<file path="src/rtl/router_alloc_pkg.sv">
// Shared types for the router switch allocator.
// Index and counter typedefs are sized for the default 5x5 router with 8-deep buffers.
package router_alloc_pkg;

  typedef enum logic {ALLOC_IDLE, ALLOC_LOCKED} alloc_state_t;

  localparam int ROUTE_IDX_W  = 3;
  localparam int IN_IDX_W     = 3;
  localparam int CREDIT_CNT_W = 4;

  typedef logic [ROUTE_IDX_W-1:0]  route_idx_t;
  typedef logic [IN_IDX_W-1:0]     in_idx_t;
  typedef logic [CREDIT_CNT_W-1:0] credit_t;

  localparam int ERR_TURN   = 0;
  localparam int ERR_CREDIT = 1;

endpackage

</file>
<file path="src/rtl/router_rr_arbiter.sv">
// Round-robin pick of the first request at or after ptr, wrapping.
// Purely combinational; the caller owns the pointer and any backpressure.
module router_rr_arbiter #(
  parameter int NUM_REQ = 5,
  parameter int IDX_W   = $clog2(NUM_REQ)
) (
  input  logic [NUM_REQ-1:0] req,
  input  logic [IDX_W-1:0]   ptr,
  output logic [NUM_REQ-1:0] gnt,
  output logic [IDX_W-1:0]   idx,
  output logic               any_grant
);

  always_comb begin
    int c;
    c         = 0;
    gnt       = '0;
    idx       = '0;
    any_grant = 1'b0;
    for (int k = 0; k < NUM_REQ; k++) begin
      c = (int'(ptr) + k) % NUM_REQ;
      if (!any_grant && req[c]) begin
        any_grant = 1'b1;
        gnt[c]    = 1'b1;
        idx       = IDX_W'(c);
      end
    end
  end

endmodule

</file>
<file path="src/rtl/router_output_allocator.sv">
// Switch allocator with per-output wormhole locking and downstream credit tracking.
// Grants are combinational (pop in the granting cycle); zero credits or a bubbled owner stall the output.
module router_output_allocator
  import router_alloc_pkg::*;
#(
  parameter int NUM_INPUTS        = 5,
  parameter int NUM_OUTPUTS       = 5,
  parameter int FLIT_BUFFER_DEPTH = 8,
  parameter int ROUTE_WIDTH       = 3,
  parameter int IN_IDX_WIDTH      = $clog2(NUM_INPUTS),
  parameter int CREDIT_WIDTH      = $clog2(FLIT_BUFFER_DEPTH+1)
) (
  input  logic                                     clk_noc,
  input  logic                                     rst_noc,
  input  logic [NUM_INPUTS-1:0]                    req_valid,
  input  logic [NUM_INPUTS-1:0][ROUTE_WIDTH-1:0]   req_port,
  input  logic [NUM_INPUTS-1:0]                    req_is_tail,
  input  logic [NUM_INPUTS-1:0][NUM_OUTPUTS-1:0]   disable_turns,
  input  logic [NUM_OUTPUTS-1:0]                   credit_in,
  output logic [NUM_INPUTS-1:0]                    grant,
  output logic [NUM_OUTPUTS-1:0]                   out_send,
  output logic [NUM_OUTPUTS-1:0][IN_IDX_WIDTH-1:0] out_sel,
  output logic [NUM_OUTPUTS-1:0]                   out_locked,
  output logic [1:0]                               err_flags
);

  alloc_state_t            state_q  [NUM_OUTPUTS];
  alloc_state_t            state_d  [NUM_OUTPUTS];
  logic [IN_IDX_WIDTH-1:0] owner_q  [NUM_OUTPUTS];
  logic [IN_IDX_WIDTH-1:0] owner_d  [NUM_OUTPUTS];
  logic [IN_IDX_WIDTH-1:0] ptr_q    [NUM_OUTPUTS];
  logic [IN_IDX_WIDTH-1:0] ptr_d    [NUM_OUTPUTS];
  logic [CREDIT_WIDTH-1:0] credit_q [NUM_OUTPUTS];
  logic [CREDIT_WIDTH-1:0] credit_d [NUM_OUTPUTS];
  logic [1:0]              err_q, err_d;

  logic [NUM_INPUTS-1:0]                    owns;
  logic [NUM_OUTPUTS-1:0][NUM_INPUTS-1:0]   elig;
  logic [NUM_OUTPUTS-1:0][NUM_INPUTS-1:0]   arb_gnt;
  logic [NUM_OUTPUTS-1:0][IN_IDX_WIDTH-1:0] arb_idx;
  logic [NUM_OUTPUTS-1:0]                   arb_any;
  logic [NUM_OUTPUTS-1:0]                   idle_tail;

  localparam logic [CREDIT_WIDTH-1:0] CREDIT_FULL = CREDIT_WIDTH'(FLIT_BUFFER_DEPTH);

  function automatic logic [IN_IDX_WIDTH-1:0] next_idx(input logic [IN_IDX_WIDTH-1:0] i);
    return IN_IDX_WIDTH'((int'(i) + 1) % NUM_INPUTS);
  endfunction

  // An input holding a locked output must not compete for any other output.
  always_comb begin
    owns = '0;
    for (int o = 0; o < NUM_OUTPUTS; o++)
      if (state_q[o] == ALLOC_LOCKED) owns[owner_q[o]] = 1'b1;
  end

  always_comb begin
    elig = '0;
    for (int o = 0; o < NUM_OUTPUTS; o++)
      for (int i = 0; i < NUM_INPUTS; i++)
        elig[o][i] = req_valid[i] && (req_port[i] == ROUTE_WIDTH'(o)) &&
                     !disable_turns[i][o] && !owns[i];
  end

  for (genvar o = 0; o < NUM_OUTPUTS; o++) begin : g_arb
    router_rr_arbiter #(.NUM_REQ(NUM_INPUTS), .IDX_W(IN_IDX_WIDTH)) u_arb (
      .req       (elig[o]),
      .ptr       (ptr_q[o]),
      .gnt       (arb_gnt[o]),
      .idx       (arb_idx[o]),
      .any_grant (arb_any[o])
    );
    assign idle_tail[o] = |(arb_gnt[o] & req_is_tail);
  end

  always_comb begin
    out_send   = '0;
    out_sel    = '0;
    out_locked = '0;
    grant      = '0;
    for (int o = 0; o < NUM_OUTPUTS; o++) begin
      if (state_q[o] == ALLOC_LOCKED) begin
        out_locked[o] = 1'b1;
        out_sel[o]    = owner_q[o];
        out_send[o]   = req_valid[owner_q[o]] && (credit_q[o] != '0);
      end else begin
        out_sel[o]    = arb_idx[o];
        out_send[o]   = arb_any[o] && (credit_q[o] != '0);
      end
    end
    if (rst_noc) begin
      out_send   = '0;
      out_locked = '0;
    end
    for (int o = 0; o < NUM_OUTPUTS; o++)
      for (int i = 0; i < NUM_INPUTS; i++)
        if (out_send[o] && (out_sel[o] == IN_IDX_WIDTH'(i))) grant[i] = 1'b1;
  end

  always_comb begin
    logic hit;
    logic bad;
    hit = 1'b0;
    bad = 1'b0;
    err_d = err_q;
    for (int o = 0; o < NUM_OUTPUTS; o++) begin
      state_d[o]  = state_q[o];
      owner_d[o]  = owner_q[o];
      ptr_d[o]    = ptr_q[o];
      credit_d[o] = credit_q[o];

      if (out_send[o]) begin
        if (state_q[o] == ALLOC_IDLE) begin
          if (!idle_tail[o]) begin
            state_d[o] = ALLOC_LOCKED;
            owner_d[o] = arb_idx[o];
          end
          ptr_d[o] = next_idx(arb_idx[o]);
        end else if (req_is_tail[owner_q[o]]) begin
          state_d[o] = ALLOC_IDLE;
          ptr_d[o]   = next_idx(owner_q[o]);
        end
      end

      case ({out_send[o], credit_in[o]})
        2'b10:   credit_d[o] = credit_q[o] - 1'b1;
        2'b01: begin
          if (credit_q[o] == CREDIT_FULL) err_d[ERR_CREDIT] = 1'b1;
          else                            credit_d[o] = credit_q[o] + 1'b1;
        end
        default: credit_d[o] = credit_q[o];
      endcase
    end

    for (int i = 0; i < NUM_INPUTS; i++) begin
      hit = 1'b0;
      bad = 1'b0;
      for (int o = 0; o < NUM_OUTPUTS; o++) begin
        if (req_port[i] == ROUTE_WIDTH'(o)) begin
          hit = 1'b1;
          if (disable_turns[i][o]) bad = 1'b1;
        end
      end
      if (req_valid[i] && !owns[i] && (bad || !hit)) err_d[ERR_TURN] = 1'b1;
    end
  end

  always_ff @(posedge clk_noc or posedge rst_noc) begin
    if (rst_noc) begin
      for (int o = 0; o < NUM_OUTPUTS; o++) begin
        state_q[o]  <= ALLOC_IDLE;
        owner_q[o]  <= '0;
        ptr_q[o]    <= '0;
        credit_q[o] <= CREDIT_FULL;
      end
      err_q <= '0;
    end else begin
      for (int o = 0; o < NUM_OUTPUTS; o++) begin
        state_q[o]  <= state_d[o];
        owner_q[o]  <= owner_d[o];
        ptr_q[o]    <= ptr_d[o];
        credit_q[o] <= credit_d[o];
      end
      err_q <= err_d;
    end
  end

  assign err_flags = err_q;

endmodule

</file>
<file path="config.mk">
export PLATFORM = sky130hd
export DESIGN_NAME = router_output_allocator
export DESIGN_NICKNAME = d
export VERILOG_FILES = /design/src/rtl/router_alloc_pkg.sv /design/src/rtl/router_rr_arbiter.sv /design/src/rtl/router_output_allocator.sv
export SDC_FILE = /design/constraint.sdc
export NUM_CORES = 1
export LEC_CHECK = 0
export ABC_AREA = 0
export CELL_PAD_IN_SITES_DETAIL_PLACEMENT = 1
export CELL_PAD_IN_SITES_GLOBAL_PLACEMENT = 2
export CORE_ASPECT_RATIO = 0.7
export CORE_MARGIN = 5
export CORE_UTILIZATION = 40
export DETAILED_ROUTE_END_ITERATION = 10
export GPL_TIMING_DRIVEN = 0
export MAX_ROUTING_LAYER = met4
export PLACE_DENSITY = 0.87
export SETUP_SLACK_MARGIN = 0.2
export SKIP_LAST_GASP = 1
export SLEW_MARGIN = 0
export SYNTH_ARGS = -nofsm -noshare
export SYNTH_HDL_FRONTEND = slang
export SYNTH_HIERARCHICAL = 1
export SYNTH_SLANG_ARGS = --single-unit
</file>
<file path="constraint.sdc">
create_clock -name clk_noc -period 12.5 [get_ports clk_noc]
set_clock_uncertainty 0.05 [all_clocks]
set_input_delay 2.5 -clock clk_noc [delete_from_list [all_inputs] [get_ports clk_noc]]
set_output_delay 2.5 -clock clk_noc [all_outputs]
set_load 0.01 [all_outputs]
</file>
==> results of run 1 <==
==> layout by cell type, fill, tap and decap left out, types with 18 or more instances in the layout <==
master           synthesis  final
dfrtp_1                 52     49
mux2_2                  46     46
ha_1                   190    190
a211oi_1                21     21
a21o_1                  21     21
nand3b_1                21     21
nand2b_1                40     40
a21boi_0                18     18
a22oi_1                 30     30
nor2_1                 228    228
a21oi_1                143    143
clkbuf_1                63     61
nor3_1                  73     72
nand2_1                204    204
and2_1                  21     21
inv_1                  129    128
nand4_1                 35     35
nand3_1                 89     89
buf_2                   28     29
nor2b_1                 21     21
or3_1                   37     37
clkdlybuf4s50_1          0     80
inv_2                   21     22
o21ai_0                112    111
xnor2_1                 58     58
o22ai_1                 35     35
o211ai_1                23     23
a31oi_1                 45     45
o31ai_1                 37     37
mux2i_1                 72     71
and3_1                  18     18
==> stage by stage <==
| stage | area [µm²] | std cells | hold WS, ps |
|---|---|---|---|
| final | 18700 | 2975 | 451 |
| after global routing | 18700 | 2974 | 464 |
| after CTS | 18600 | 2970 | 453 |
| after detailed placement | 18400 | 2956 | 444 |
| after global placement | 18300 | 2952 | 445 |
| after floorplan | 16800 | 2328 | 427 |
==> state kept, by name (all words and copies together), names as in the netlist <==
signal	flops
ptr_q	15
err_flags	2
state_q	5
credit_q	20
owner_q	15
==> critical path: stages <==
cell and delay, ps:
clkdlybuf4s50_1 840, o2111ai_1 470, nor4_1 1200, o221ai_1 290, o2bb2ai_1 210, a22oi_1 130
a31oi_1 800, a311oi_2 160, and3_1 230, a22o_1 270, a211o_1 340, mux2i_1 310
ha_1 210, nor3b_1 290, nand3_1 210, nand4_1 240, clkdlybuf4s50_1 570
==> area by class of cell <==
class                           instances  area share
Buffer                                112      0.0273
Clock inverter                          3    0.000938
Sequential cell                        57      0.0769
Tap cell                              544      0.0364
Multi-Input combinational cell       1998       0.766
Timing Repair Buffer                   86      0.0460
Inverter                              161      0.0325
Clock buffer                           11      0.0135
Antenna cell                            3    0.000402
==> layer usage <==
metal	global-route usage	vias up	share of wire
li1	-	8856	-
met1	0.428	9395	0.50
met2	0.426	561	0.43
met3	0.0345	74	0.052
met4	0.0630	0	0.021
met5	-	-	0
==> what timing repair did <==
item                                    CTS  global route
cloned                                    0             0
pin swaps                                 0             1
endpoints found under the setup margin    3             6
resized for setup                         2            13
buffers inserted                          0             2
==> how the worst max path moves through the flow <==
stage | slack (ps) | from | to | depth (start not counted)
3_5_place_dp | 500 | ptr_q[12]$_DFFE_PP0P_ | grant[3] | 30
2_1_floorplan | 3000 | ptr_q[12]$_DFFE_PP0P_ | grant[3] | 29
3_3_place_gp | 40 | req_valid[1] | grant[3] | 18
5_1_grt | 190 | ptr_q[0]$_DFFE_PP0P_ | grant[0] | 29
6_report | 660 | req_valid[4] | grant[0] | 17
4_1_cts | 380 | ptr_q[0]$_DFFE_PP0P_ | grant[0] | 29
==> cell families (layout without fill, tap and decap cells) <==
| group | Yosys count | in the layout |
|---|---|---|
| mux | 135 | 135 |
| fa+ha+maj | 200 | 200 |
| xor+xnor | 73 | 73 |
| flops | 57 | 57 |
| buf+inv | 273 | 373 |
| other cells | 0 | 3 |
| simple gates | 880 | 880 |
| compound gates | 710 | 710 |
==> flow_metrics.env, run 1 <==
export IMPL_ys_async_sr_fraction=1.00
export IMPL_r2r_cells=33
export IMPL_pre_cts_slack_ps=501
export IMPL_whs_endpoint="credit_q[3]$_DFFE_PP1P_"
export IMPL_dieArea_um2=46300
export IMPL_worstPathMaxFanout=10
export IMPL_clk_pin_slew_ps=50
export IMPL_worstSetupEndpointType="primary output"
export IMPL_slew_viol_final=0
export IMPL_dp_hpwl_um=54800
export IMPL_start_util=0.407
export IMPL_die_y_um=182
export IMPL_hold_path_class="flop to flop"
export IMPL_synth_nets=2585
export IMPL_relSlewSlack=0.0889
export IMPL_synthAdderAreaFrac=0.153
export IMPL_yosysSeqAreaShare=0.0852
export IMPL_worstReg2RegEnd="credit_q[7]$_DFFE_PP1P_"
export IMPL_synth_most_common_cell="nor2_1"
export IMPL_min_period_ps=11840
export IMPL_cp_start_kind="primary input"
export IMPL_min_from="credit_q[3]$_DFFE_PP1P_"
export IMPL_min_path_cells=1
export IMPL_grt_setup_unrepaired="no"
export IMPL_grt_pass1_wl_um=107000
export IMPL_drive_gt1_frac=0.0902
export IMPL_root_buffer="clkbuf_16"
export IMPL_arrival_ps=9290
export IMPL_fp_coreArea_um2=41300
export IMPL_yosys_mux_area_fraction=0.0933
export IMPL_area_growth_syn_to_layout_pct=11.1
export IMPL_cts_tree="built"
export IMPL_drcViolationCount=0
export IMPL_r2r_start="ptr_q[3]$_DFFE_PP0P_"
export IMPL_fmax_ghz=0.0845
export IMPL_cts_max_path_buffers=2
export IMPL_setup_ws_ps=659
export IMPL_synth_xor_area_frac=0.0409
export IMPL_syn_inst=2328
export IMPL_dieWidth_um=255
export IMPL_utilization=0.453
export IMPL_drt_vias_per_instance=6.35
export IMPL_drtIter0Drc=1511
export IMPL_ys_warnings_count=6
export IMPL_track_usage=0.291
export IMPL_numCtsBuffers=9
export IMPL_grt_max_degree=32
export IMPL_syn_avg_cell_area_um2=7.22
export IMPL_clkLatencyLatePin_ps=340
export IMPL_tns_ps=0
export IMPL_regArea_um2=1440
export IMPL_antenna_found_initial=2
export IMPL_synth_edff_count=0
export IMPL_hold_buffers=0
export IMPL_multi_input_area_um2=14300
export IMPL_synth_area_leader_cell="ha_1"
export IMPL_gp_congestion=0.932
export IMPL_h_tree_depth=3
export IMPL_worst_slew_pin_slew_ps=1350
export IMPL_synth_distinct_cells=105
export IMPL_synth_simple_area_share=0.263
export IMPL_layout_nets=2682
export IMPL_status="finished clean"
export IMPL_wl_per_cell_um=22.9
export IMPL_synthFlopType="dfrtp_1"
export IMPL_critPathKind="primary input to primary output"
export IMPL_syn_area_um2=16800
export IMPL_synth_top_family_by_area="compound AO/OA/AOI/OAI gates"
export IMPL_synth_compound_area_frac=0.299
export IMPL_wl_um=68200
export IMPL_n_fill_cell=5288
export IMPL_r2r_slack_ps=3620
export IMPL_fin_crit_sh=0.947
export IMPL_firstDrtPassIters=5
export IMPL_ys_ff_latch=57
export IMPL_io_buffer_count=80
export IMPL_synth_common_cells="228 x nor2_1, 204 x nand2_1, 190 x ha_1, 143 x a21oi_1, 129 x inv_1"
export IMPL_finalHoldViolations=0
export IMPL_grt_pass1_vias=18600
export IMPL_clock_sinks=57
export IMPL_cap_violations=0
export IMPL_ant_nets=0
export IMPL_yosysTopAreaCellShare=0.141
export IMPL_io_pin_count=89
export IMPL_vias=18900
export IMPL_final_setup_viol_count=0
export IMPL_synth_area_leaders="ha_1 14%, dfrtp_1 7.7%, nor2_1 5.1%"
export IMPL_overflow=0
export IMPL_rows=62
export IMPL_required_ps=9950
Power of run 1 is left out: the tool's default activity adds up to more than one toggle a clock period on the data nets, which glitch-free logic cannot reach.
==> run 2, diff against run 1 <==
MAX_ROUTING_LAYER = unset   (was met4)
==> flow_metrics.env, run 2 (synthesized netlist as in run 1, its figures left out) <==
export IMPL_slew_viol_final=0
export IMPL_root_buffer="clkbuf_16"
export IMPL_cts_tree="built"
export IMPL_io_pin_count=89
export IMPL_whs_endpoint="credit_q[3]$_DFFE_PP1P_"
export IMPL_antenna_found_initial=1
export IMPL_hold_path_class="flop to flop"
export IMPL_relSlewSlack=0.0813
export IMPL_dp_cells=2957
export IMPL_cp_startpoint="ptr_q[6]$_DFFE_PP0P_"
export IMPL_cap_violations=0
export IMPL_arrival_ps=9330
export IMPL_cts_max_path_buffers=2
export IMPL_worst_slew_pin_slew_ps=1370
export IMPL_track_usage=0.277
export IMPL_overflow=0
export IMPL_antenna_cells=0
export IMPL_r2r_slack_ps=3530
export IMPL_holdWs_ps=453
export IMPL_min_from="credit_q[3]$_DFFE_PP1P_"
export IMPL_drtIter0Drc=1469
export IMPL_r2r_start="ptr_q[3]$_DFFE_PP0P_"
export IMPL_vias=19000
export IMPL_worstReg2RegEnd="credit_q[7]$_DFFE_PP1P_"
export IMPL_clkLatencyLatePin_ps=340
export IMPL_grt_pass1_wl_um=105000
export IMPL_io_buffer_count=80
export IMPL_worstPathMaxFanout=11
export IMPL_cpMostUsedCell="ha_1"
export IMPL_layout_nets=2684
export IMPL_clk_pin_slew_ps=60
export IMPL_rows=62
export IMPL_firstDrtPassIters=5
export IMPL_wl_per_cell_um=22.6
export IMPL_min_period_ps=11880
export IMPL_fp_coreArea_um2=41300
export IMPL_slowest_delay_ps=750
export IMPL_tns_ps=0
export IMPL_h_tree_depth=3
export IMPL_top_register="credit_q"
export IMPL_die_y_um=182
export IMPL_dieWidth_um=255
export IMPL_numCtsBuffers=9
export IMPL_grt_max_degree=39
export IMPL_ant_nets=0
export IMPL_area_growth_syn_to_layout_pct=11.4
export IMPL_drt_vias_per_instance=6.38
export IMPL_grt_pass1_vias=18700
export IMPL_status="finished clean"
export IMPL_dieArea_um2=46300
export IMPL_hold_buffers=0
export IMPL_finalHoldViolations=0
export IMPL_layout_commonest_cell="nor2_1"
export IMPL_n_fill_cell=5284
export IMPL_r2r_cells=33
export IMPL_critPathKind="flop to primary output"
export IMPL_min_path_cells=1
export IMPL_dp_hpwl_um=53800
export IMPL_cp_start_kind="flop"
export IMPL_drive_gt1_frac=0.0909
export IMPL_drcViolationCount=0
export IMPL_setup_ws_ps=622
export IMPL_fmax_ghz=0.0842
export IMPL_cpMaxStageDelayCell="dfrtp_1"
export IMPL_grt_setup_unrepaired="yes"
export IMPL_largest_register_ffs=20
export IMPL_gp_congestion=0.963
export IMPL_wl_um=67100
export IMPL_start_util=0.407
export IMPL_worstSetupEndpointType="primary output"
export IMPL_required_ps=9950
export IMPL_pre_cts_slack_ps=453
export IMPL_reg_top3="credit_q x20, owner_q x15, ptr_q x15"
export IMPL_fin_crit_sh=0.950
export IMPL_layout_common_cells="228 x nor2_1, 204 x nand2_1, 190 x ha_1"
export IMPL_clock_sinks=57
export IMPL_final_setup_viol_count=0
export IMPL_final_cells=2976
==> run 2: metrics by stage <==
step	util	cell area [µm²]
after floorplan	-	16800
after global placement	0.443	18300
after detailed placement	0.445	18400
after CTS	0.453	18700
after global routing	0.454	18700
final	0.454	18700
==> run 2: metal layers <==
| metal | vias up | GRT usage | wire length [µm] |
|---|---|---|---|
| met2 | 583 | 0.422 | 28900 |
| li1 | 8859 | - | - |
| met4 | 2 | 0.0666 | 1700 |
| met5 | - | 0 | 19 |
| met1 | 9452 | 0.412 | 32400 |
| met3 | 86 | 0.0376 | 4070 |
==> run 2: how the worst max path moves through the flow <==
stage,endpoint,cells after the start
global route,grant[3],29
CTS,grant[3],30
global placement,grant[3],18
floorplan,grant[3],29
finish,grant[3],31
detailed placement,grant[0],29
==> run 2: worst max-delay path: cells and delay by family, from the launching register on <==
kind                       cells  cell delay [ps]
muxes                          2              470
and+or+nand+nor                6             1560
AOI/OAI and AO/OA              5             1120
xor gates and xnor gates       2              600
adders and majority gates      6             1430
DFF                            1              750
buffers and inverters         10             3020
==> run 2: final cells by class <==
cell class                 count  area, µm²  share of cell area
sequential                    57       1440              0.0766
inverter                     161        607              0.0324
multi-input combinational   1998      14300               0.764
clock inverter                 6       82.6             0.00441
clock buffer                  10        229              0.0122
buffer                       112        508              0.0271
tap                          544        681              0.0363
timing repair buffer          88        876              0.0468
==> run 2: what timing repair did <==
action	4_1_cts	5_1_grt
pin swaps	0	1
setup buffers	0	3
gates resized for setup	1	12
setup endpoints to repair	3	6
Power of run 2 is left out for the same reason.
